$ cat config.mk
export PLATFORM = sky130hd
export DESIGN_NAME = piso_shift_tx_flat
export DESIGN_NICKNAME = d
export VERILOG_FILES = /design/src/rtl/piso_shift_tx_if.sv /design/src/rtl/piso_shift_tx.sv /design/src/flat_wrapper.sv
export SDC_FILE = /design/constraint.sdc
export NUM_CORES = 1
export LEC_CHECK = 0
export ABC_AREA = 1
export BUFFER_PORTS_ARGS = -buffer_cell sky130_fd_sc_hd__buf_2
export CAP_MARGIN = 20
export CORE_MARGIN = 10
export CORE_UTILIZATION = 35
export CTS_CLUSTER_DIAMETER = 60
export DETAILED_ROUTE_END_ITERATION = 12
export PLACE_DENSITY = 0.62
export SLEW_MARGIN = 20
export SYNTH_ARGS = -nofsm -noshare
export SYNTH_HDL_FRONTEND = slang
export SYNTH_SLANG_ARGS = --single-unit
$ cat constraint.sdc
create_clock -name C -period 2.48 [get_ports C]
set_clock_uncertainty 0.2 [all_clocks]
set_input_delay 0.496 -clock C [delete_from_list [all_inputs] [get_ports C]]
set_output_delay 0.496 -clock C [all_outputs]
set_load 0.005 [all_outputs]
$ cat src/rtl/piso_shift_tx_if.sv
// Load/serial bundle for the PISO transmitter.
// Master drives the word and baud tick; slave is the transmitter.
interface piso_shift_tx_if #(
  parameter int N = 16
);
  logic [N-1:0] D;
  logic         LOAD_VALID;
  logic         LOAD_READY;
  logic         CE;
  logic         SOUT;
  logic         SOUT_VALID;
  logic         BUSY;
  logic         DONE;

  modport master (
    output D, LOAD_VALID, CE,
    input  LOAD_READY, SOUT, SOUT_VALID, BUSY, DONE
  );

  modport slave (
    input  D, LOAD_VALID, CE,
    output LOAD_READY, SOUT, SOUT_VALID, BUSY, DONE
  );
endinterface

$ cat src/rtl/piso_shift_tx.sv
// Parallel-in/serial-out transmitter, one bit per CE edge, DONE pulse.
// Optional even parity bit after the data when PISO_PARITY_EN is defined.
module piso_shift_tx #(
  parameter int N         = 16,
  parameter bit MSB_FIRST = 1'b1
) (
  input  logic            C,
  input  logic            CLR,
  piso_shift_tx_if.slave  bus
);

  localparam int CW = $clog2(N);
  localparam logic [CW-1:0] LAST = CW'(N - 1);

  typedef enum logic [1:0] {
    S_IDLE,
    S_SHIFT,
    S_PAR,
    S_DONE
  } state_t;

  state_t        state_q, state_d;
  logic [N-1:0]  sreg_q, sreg_d;
  logic [CW-1:0] cnt_q, cnt_d;
  logic          sout_q, sout_d;
  logic          sval_q, sval_d;
  logic          done_q, done_d;
  logic          ready_q, ready_d;
  logic          head_d;
`ifdef PISO_PARITY_EN
  logic          par_q, par_d;
`endif

  // Next state, shift register and bit counter
  always_comb begin
    state_d = state_q;
    sreg_d  = sreg_q;
    cnt_d   = cnt_q;
`ifdef PISO_PARITY_EN
    par_d   = par_q;
`endif
    case (state_q)
      S_IDLE: begin
        if (bus.LOAD_VALID) begin
          sreg_d  = bus.D;
          cnt_d   = '0;
          state_d = S_SHIFT;
`ifdef PISO_PARITY_EN
          par_d   = ^bus.D;
`endif
        end
      end
      S_SHIFT: begin
        if (bus.CE) begin
          if (cnt_q == LAST) begin
`ifdef PISO_PARITY_EN
            state_d = S_PAR;
`else
            state_d = S_DONE;
`endif
          end else begin
            sreg_d = MSB_FIRST ?
                     {sreg_q[N-2:0], 1'b0} :
                     {1'b0, sreg_q[N-1:1]};
            cnt_d  = cnt_q + CW'(1);
          end
        end
      end
`ifdef PISO_PARITY_EN
      S_PAR: begin
        if (bus.CE) state_d = S_DONE;
      end
`endif
      S_DONE:  state_d = S_IDLE;
      default: state_d = S_IDLE;
    endcase
  end

  // Registered outputs follow the next state
  always_comb begin
    head_d  = MSB_FIRST ? sreg_d[N-1] : sreg_d[0];
    sout_d  = 1'b0;
    sval_d  = 1'b0;
    done_d  = (state_d == S_DONE);
    ready_d = (state_d == S_IDLE);
    case (state_d)
      S_SHIFT: begin
        sout_d = head_d;
        sval_d = 1'b1;
      end
`ifdef PISO_PARITY_EN
      S_PAR: begin
        sout_d = par_d;
        sval_d = 1'b1;
      end
`endif
      default: begin
        sout_d = 1'b0;
        sval_d = 1'b0;
      end
    endcase
  end

  // State and output registers, async clear
  always_ff @(posedge C or posedge CLR) begin
    if (CLR) begin
      state_q <= S_IDLE;
      sreg_q  <= '0;
      cnt_q   <= '0;
      sout_q  <= 1'b0;
      sval_q  <= 1'b0;
      done_q  <= 1'b0;
      ready_q <= 1'b1;
`ifdef PISO_PARITY_EN
      par_q   <= 1'b0;
`endif
    end else begin
      state_q <= state_d;
      sreg_q  <= sreg_d;
      cnt_q   <= cnt_d;
      sout_q  <= sout_d;
      sval_q  <= sval_d;
      done_q  <= done_d;
      ready_q <= ready_d;
`ifdef PISO_PARITY_EN
      par_q   <= par_d;
`endif
    end
  end

  assign bus.SOUT       = sout_q;
  assign bus.SOUT_VALID = sval_q;
  assign bus.DONE       = done_q;
  assign bus.LOAD_READY = ready_q;
  assign bus.BUSY       = ~ready_q;

endmodule
$ cat src/flat_wrapper.sv
// flat-port wrapper written by rule: the top's interface ports become plain ports
module piso_shift_tx_flat 
#(
  parameter int N         = 16,
  parameter bit MSB_FIRST = 1'b1
)
  (C, CLR, bus_D, bus_LOAD_VALID, bus_CE, bus_LOAD_READY, bus_SOUT, bus_SOUT_VALID, bus_BUSY, bus_DONE);
  piso_shift_tx_if #(.N(N)) bus_i ();
  input  logic C;
  input  logic CLR;
  input wire logic [$bits(bus_i.D)-1:0] bus_D;
  input wire logic [$bits(bus_i.LOAD_VALID)-1:0] bus_LOAD_VALID;
  input wire logic [$bits(bus_i.CE)-1:0] bus_CE;
  output wire logic [$bits(bus_i.LOAD_READY)-1:0] bus_LOAD_READY;
  output wire logic [$bits(bus_i.SOUT)-1:0] bus_SOUT;
  output wire logic [$bits(bus_i.SOUT_VALID)-1:0] bus_SOUT_VALID;
  output wire logic [$bits(bus_i.BUSY)-1:0] bus_BUSY;
  output wire logic [$bits(bus_i.DONE)-1:0] bus_DONE;
  assign bus_i.D = bus_D;
  assign bus_i.LOAD_VALID = bus_LOAD_VALID;
  assign bus_i.CE = bus_CE;
  assign bus_LOAD_READY = bus_i.LOAD_READY;
  assign bus_SOUT = bus_i.SOUT;
  assign bus_SOUT_VALID = bus_i.SOUT_VALID;
  assign bus_BUSY = bus_i.BUSY;
  assign bus_DONE = bus_i.DONE;
  piso_shift_tx #(.N(N), .MSB_FIRST(MSB_FIRST)) u_core (.C(C), .CLR(CLR), .bus(bus_i));
endmodule
# After elaboration in Yosys (flattened, before gate mapping)
# Index checks and enable logic that the tools add are counted.
# totals
ff_bits	26
in_bits	20
output_inout_bits	5
word_cells	35
# op_classes
add_sub_neg	1
eq_ne	7
n_mux	14
bitwise	1
reduce_logical	4
# op_table
cell	count
2-to-1 mux 16 bit	3
one-hot mux 16 bit (2 select lines)	1
2-to-1 mux 4 bit	3
one-hot mux 4 bit (2 select lines)	1
2-to-1 mux 2 bit	3
!= test 2 bit (second input constant)	3
adder 4 x 1 -> 4 bit (second input constant)	1
== test 2 x 1 -> 1 bit (second input constant)	2
== test 4 bit (second input constant)	1
zero test 2 bit	2
one-hot mux 2 bit (2 select lines)	1
AND reduction 4 bit	1
== test 2 bit (second input constant)	1
2-to-1 mux 1 bit	2
nonzero test 2 bit	1
inverter 1 bit	1

# Depth between registers and ports, before layout
# Gate-level depths: netlist of run 1.
# logic_depth
word_depth	6
depth_mapped	8

# Least setup slack after synthesis of run 1
# Ideal clock, no wire load.
# synth_path
path_type	reg2reg
start	register u_core.cnt_q[0]
end	register u_core.cnt_q[3]
arrival_time_ns	1.096
t_required_ns	2.162
slack_ns	1.067
stages_incl_launch_ff	7
path_buffers	1
cell_sequence	dfrtp_1 > ha_1 > nand4_1 > nand2_4 > buf_6 > nand2_1 > o21ai_2
# synth_between
elab_chain_cells	4
# synth_rtl
item	line_no	rtl
start, declared	piso_shift_tx.sv:24	logic [CW-1:0] cnt_q, cnt_d;
start signal, assigned	piso_shift_tx.sv:120	cnt_q <= cnt_d;
adder 4 x 1 -> 4 bit	piso_shift_tx.sv:65	cnt_d = cnt_q + CW'(1);
2-to-1 mux 4 bit	piso_shift_tx.sv:55	if (cnt_q == LAST) begin
2-to-1 mux 4 bit	piso_shift_tx.sv:54	if (bus.CE) begin
one-hot mux 4 bit (2 select lines)	piso_shift_tx.sv:42	case (state_q)
# Parallel ways exist; a longest one is shown, timed or not. The select of a mux whose other input is x is not followed.
# A chain may end at the register's enable or synchronous reset.

# Worst setup path after layout of run 1
# layout_path
start	register u_core.cnt_q[0]
end	register u_core.sout_q, in the netlist u_core.bus.SOUT
# layout_between
elab_chain_cells	6
# layout_rtl
item	line_no	rtl
== test 4 bit (*)	piso_shift_tx.sv:55	
2-to-1 mux 2 bit	piso_shift_tx.sv:55	
2-to-1 mux 2 bit	piso_shift_tx.sv:54	
one-hot mux 2 bit (2 select lines)	piso_shift_tx.sv:42	
== test 2 x 1 -> 1 bit	piso_shift_tx.sv:86	case (state_d)
2-to-1 mux 1 bit (*)	piso_shift_tx.sv:86	
named net u_core.sout_d	piso_shift_tx.sv:25	logic sout_q, sout_d;
end signal, assigned	piso_shift_tx.sv:121	sout_q <= sout_d;
end, declared	piso_shift_tx.sv:25	
# Mark *: on every way through the listed nets, which the timed path passes. The rest lies on a longest branch. The select of a mux whose other input is x is not followed.

==> run metrics, run 1 <==
status=completed; Total GRT Usage=8.474%; Lkg Pwr=0.7450 nW; post-synthesis sequential area ratio=52.41%; met2 routed WL=1146 um; DR top layer=met4; Hold Path Class=input pin to async pin; crit end category=flip-flop; I/O Pins=25; WL met1=1198 um; Routed WL=2544 um; final setup violation count=0; postcts setup bufs=0; Synth cell types=22; share of the synthesized area in the top cell type=50.30%; Port Buf Inserts=24; Post-DRT Antenna Nets=0; commonest cells in the netlist=nand2_1 (47), nand3_1 (34), dfrtp_1 (25); clock buffer depth=2; Max stage delay on crit path=430 ps; PD cells=734.6 mW/mm2; critical path peak fanout=19; hold_ws=3.452 ps; Max Cap Viol=0; Area Growth Syn to Fin=13.38%; startpoint types=flip-flop; largest net degree at the start of global routing=27; clk_lat worst skew=320 ps; RSZ-0062 raised after global routing=false; Slew @ Worst Pin=451.1 ps; cell with the most instances after synthesis=nand2_1; cts bufs inserted=3; die outline area=0.006338 mm2; initial drt markers=41; synthesized area per cell=8.518 um2; #FFs+latches synth=26; gpl congestion=0.7599; H-Tree Depth=1; clk slew on worst S/H paths=130 ps; syn nets=167; Die Width=79.61 um; initial core utilization=36.69%; CP Buf/Inv Count=0; vias=1000; die height=79.61 um; Critical Path AT=1740 ps; slowest library cell on the worst path=dfrtp_1; Fmax=579.3 MHz; vias in the first global route=1048; CP delay by family, top=flip-flops; PostCTS Resize Cnt=0; CTS sink cnt=26; CP Class=flip-flop to flip-flop; Final HPWL DP=1877 um; Post-Syn Area=0.001244 mm2; Area contributors post-synth=dfrtp_1 (50%), nand2_1 (14%), nand3_1 (14%); Gate Count Post-Synth=146; nets=191; # DRC=0; EDFF count, synth=0; # diodes=0; initial antenna violation count=0; Initial DRT Pass Iterations=4; share of layout cells above drive strength 1=24.85%; Remaining Overflow, GRT=0; CTS root buf=clkbuf_4; core area=0.003390 mm2; critical-path cell list=ha_1, nand3_2, o21ai_0, a21oi_1; final cycle utilization of the critical path=69.61%; Post-synth ARST share=100.0%; post-route minimum period=1726 ps; WL/cell=11.83 um; CTS tree=done; Final Cell Area=0.001410 mm2; Max Slew Vio Count=0; Placed Instance Area=0.001384 mm2; Core Util, Final=41.60%; WP data required=2490 ps; top_reg_cell synth=dfrtp_1; Fin Setup TNS=0 ps; row count=21; met3 WL=183 um; Hold-fix buffers, CTS=0; Worst VDD drop=0.4575 mV; dominant cell type by area after synthesis=dfrtp_1; vias per cell=4.651; YS warnings=0; total power=1.036 mW; first-pass GRT wire length=4471 um; Final Hold Viols=0; slew margin rel.=69.89%
==> tightest hold or removal path, delay by kind of cell <==
kind	cells	cell delay, ps
buffers and inverters	3	440
==> cell families (layout without fill, tap and decap cells) <==
| family | Yosys count | after routing | share of synthesized area [%] |
|---|---|---|---|
| simple gates | 93 | 93 | 34.81 |
| flops | 26 | 26 | 52.41 |
| buf+inv | 19 | 42 | 7.545 |
| compound gates | 7 | 7 | 4.225 |
| fa+ha+maj | 1 | 1 | 1.006 |
==> through the flow <==
step                      std cells  worst slack (ps)
after floorplan                 146              1067
after global placement          211             852.1
after detailed placement        211             759.3
after CTS                       215             739.3
after global routing            215             580.9
final                           215             753.8
==> sequential cells by signal (all words and copies together) (netlist names) <==
| register | count |
|---|---|
| u_core.sreg_q | 16 |
| u_core.cnt_q | 4 |
| u_core.state_q | 2 |
| u_core.bus.DONE | 1 |
| u_core.bus.LOAD_READY | 1 |
| u_core.bus.SOUT | 1 |
| u_core.bus.SOUT_VALID | 1 |
==> cell type report <==
cell class                 instances  area [um2]
tap                               46       57.56
multi-input combinational        101       498.0
sequential                        26       651.9
timing repair buffer              25       127.6
fill                             328        1979
clock buffer                       4       26.28
inverter                          13       48.80
==> report_power, final <==
group | leakage, nW | internal [mW] | switching, mW | total, mW
Combinational | 0.392 | 0.117 | 0.145 | 0.263
Sequential | 0.338 | 0.515 | 0.0742 | 0.589
Clock | 0.0150 | 0.0629 | 0.121 | 0.184
Total | 0.745 | 0.695 | 0.341 | 1.04
==> final timing paths <==
kind | slack (ps) | cells past startpoint | to | start
setup / recovery | 750 | 4 | u_core.bus.SOUT | u_core.cnt_q[0]
hold / removal | 3 | 3 | u_core.bus.DONE | CLR
setup reg to reg | 750 | 4 | u_core.bus.SOUT | u_core.cnt_q[0]
hold reg to reg | 300 | 2 | u_core.sreg_q[0] | u_core.sreg_q[0]
max in group asynchronous | 1790 | 3 | u_core.bus.LOAD_READY | CLR
min in group C | 170 | 3 | u_core.sreg_q[0] | bus_D[0]
==> layer usage <==
layer | vias to the layer above | global-route usage [%]
li1 | 518 | -
met1 | 453 | 9.624
met2 | 27 | 14.48
met3 | 2 | 3.716
met4 | 0 | 1.434
met5 | - | 0
==> placed cells by master, fill, tap and decap left out, drive strengths merged, types with 2 or more instances in the layout <==
| master | count |
|---|---|
| nor2 | 4 |
| or2 | 2 |
| nand4 | 2 |
| buf | 25 |
| nand2 | 50 |
| dfrtp | 25 |
| nand3 | 35 |
| inv | 13 |
| o21ai | 5 |
| clkbuf | 4 |
Power figures use the tool's default switching activity.
==> run 2: changes to the inputs <==
PLACE_DENSITY = 0.64   (was 0.62)
clock period = 1.49 ns   (was 2.48 ns; I/O delays follow)
==> run metrics, run 2 (synthesis gave the netlist of run 1 again) <==
status=finished, violations left; failing checks=negative setup slack; Final HPWL DP=1981 um; Port Buf Inserts=24; Final Hold Viols=0; row count=21; Routed WL=3167 um; Max Cap Viol=0; R2R cell count=6; clk_lat worst skew=330 ps; crit end category=output pin; final setup violation count=1; Final WS setup=-22.93 ps; max reg flops=16; CTS sink cnt=26; CTS tree=done; Slew @ Worst Pin=324.7 ps; Total GRT Usage=10.85%; final cycle utilization of the critical path=101.5%; WL/cell=13.09 um; Die Width=79.61 um; share of layout cells above drive strength 1=30.61%; Post-DRT Antenna Nets=0; startpoint types=flip-flop; WP data required=990 ps; largest net degree at the start of global routing=15; die outline area=0.006338 mm2; RSZ-0062 raised after global routing=true; PD cells=1129 mW/mm2; CP Class=flip-flop to output pin; nets=218; H-Tree Depth=1; slew margin rel.=78.33%; die height=79.61 um; Initial DRT Pass Iterations=4; vias per cell=4.806; initial core utilization=36.69%; Max Slew Vio Count=0; Remaining Overflow, GRT=0; total power=1.972 mW; Largest Register=u_core.sreg_q; clock buffer depth=2; Critical Path AT=1010 ps; I/O Pins=25; cts bufs inserted=3; # DRC=0; vias=1163; Hold Path Class=input pin to flip-flop; critical path peak fanout=2; initial drt markers=91; biggest regs=u_core.sreg_q: 16 flops, u_core.cnt_q: 4 flops, u_core.state_q: 2 flops; Worst Hold Path Cells=3; first-pass GRT wire length=5637 um; # diodes=0; Fin Setup TNS=-22.93 ps; gpl congestion=0.7915; R2R Setup Slk=70 ps; Lkg Pwr=0.8650 nW; Fmax=661.0 MHz; core area=0.003390 mm2; Worst VDD drop=0.7591 mV; vias in the first global route=1205; post-route minimum period=1513 ps; initial antenna violation count=0; Area Growth Syn to Fin=40.44%; most frequent cells in the layout=nand2_1 (47), nand3_1 (33), dfrtp_1 (24); most common cell after layout, fill and taps aside=nand2_1; clk slew on worst S/H paths=140 ps; CTS root buf=clkbuf_4
[run 2: cell count changes in the layout (fill, tap and decap cells not counted), sizes merged]
cell	previous run	this run
clkinvlp	0	2
inv	13	12
nand2	50	52
dlygate4sd3	0	16
buf	25	33
[run 2: layer usage]
metal	routed length, um	track usage [%]	up-vias	share of wire, %
met2	1561	17.23	26	49
met4	16	2.688	0	0.51
met3	159	3.829	2	5.0
met5	0	0	-	0
li1	-	-	576	-
met1	1430	13.63	559	45
[run 2: worst paths after layout]
kind | startpoint | to
max | u_core.bus.LOAD_READY | bus_BUSY
min | bus_LOAD_VALID | u_core.state_q[0]
max reg2reg | u_core.cnt_q[0] | u_core.sreg_q[14]
min reg2reg | u_core.sreg_q[0] | u_core.sreg_q[0]
max in group asynchronous | CLR | u_core.sreg_q[11]
min in group asynchronous | CLR | u_core.bus.DONE
[run 2: layout make-up]
| class | count | area [um2] |
|---|---|---|
| Sequential cell | 26 | 653.1 |
| Tap cell | 46 | 57.56 |
| Clock buffer | 4 | 36.28 |
| Timing Repair Buffer | 49 | 361.6 |
| Multi-Input combinational cell | 103 | 575.6 |
| Inverter | 13 | 55.05 |
| Fill cell | 301 | 1643 |
| Timing Repair inverter | 1 | 7.507 |
[run 2: what timing repair did]
item                                   4_1_cts  5_1_grt
resized for setup                            5       15
cloned                                       3        0
setup endpoints to repair                   14       23
pin swaps                                    2        3
endpoints found under the hold margin       22        0
hold buffers                                16        0
setup buffers                                1        0
[run 2: worst max-delay path, stage by stage (launching register included)]
cell	delay, ps
dfstp_2	560
inv_2	30
buf_6	100
[run 2: where the power goes]
part           internal, mW  leakage, nW  switching, mW
sequential            0.857        0.337          0.132
combinational         0.303        0.507          0.311
clock                 0.150       0.0210          0.219
[run 2: through the flow]
stage	cell area (um2)	setup WS, ps	util (%)	std cells	hold WS [ps]
floorplan	1244	76.53	-	146	137.3
global placement	1436	21.53	42.38	218	62.53
detailed placement	1436	1.624	42.38	218	68.09
CTS	1679	-36.90	49.54	242	59.43
global route	1747	-72.00	51.53	242	91.01
finish	1747	-22.93	51.53	242	106.9
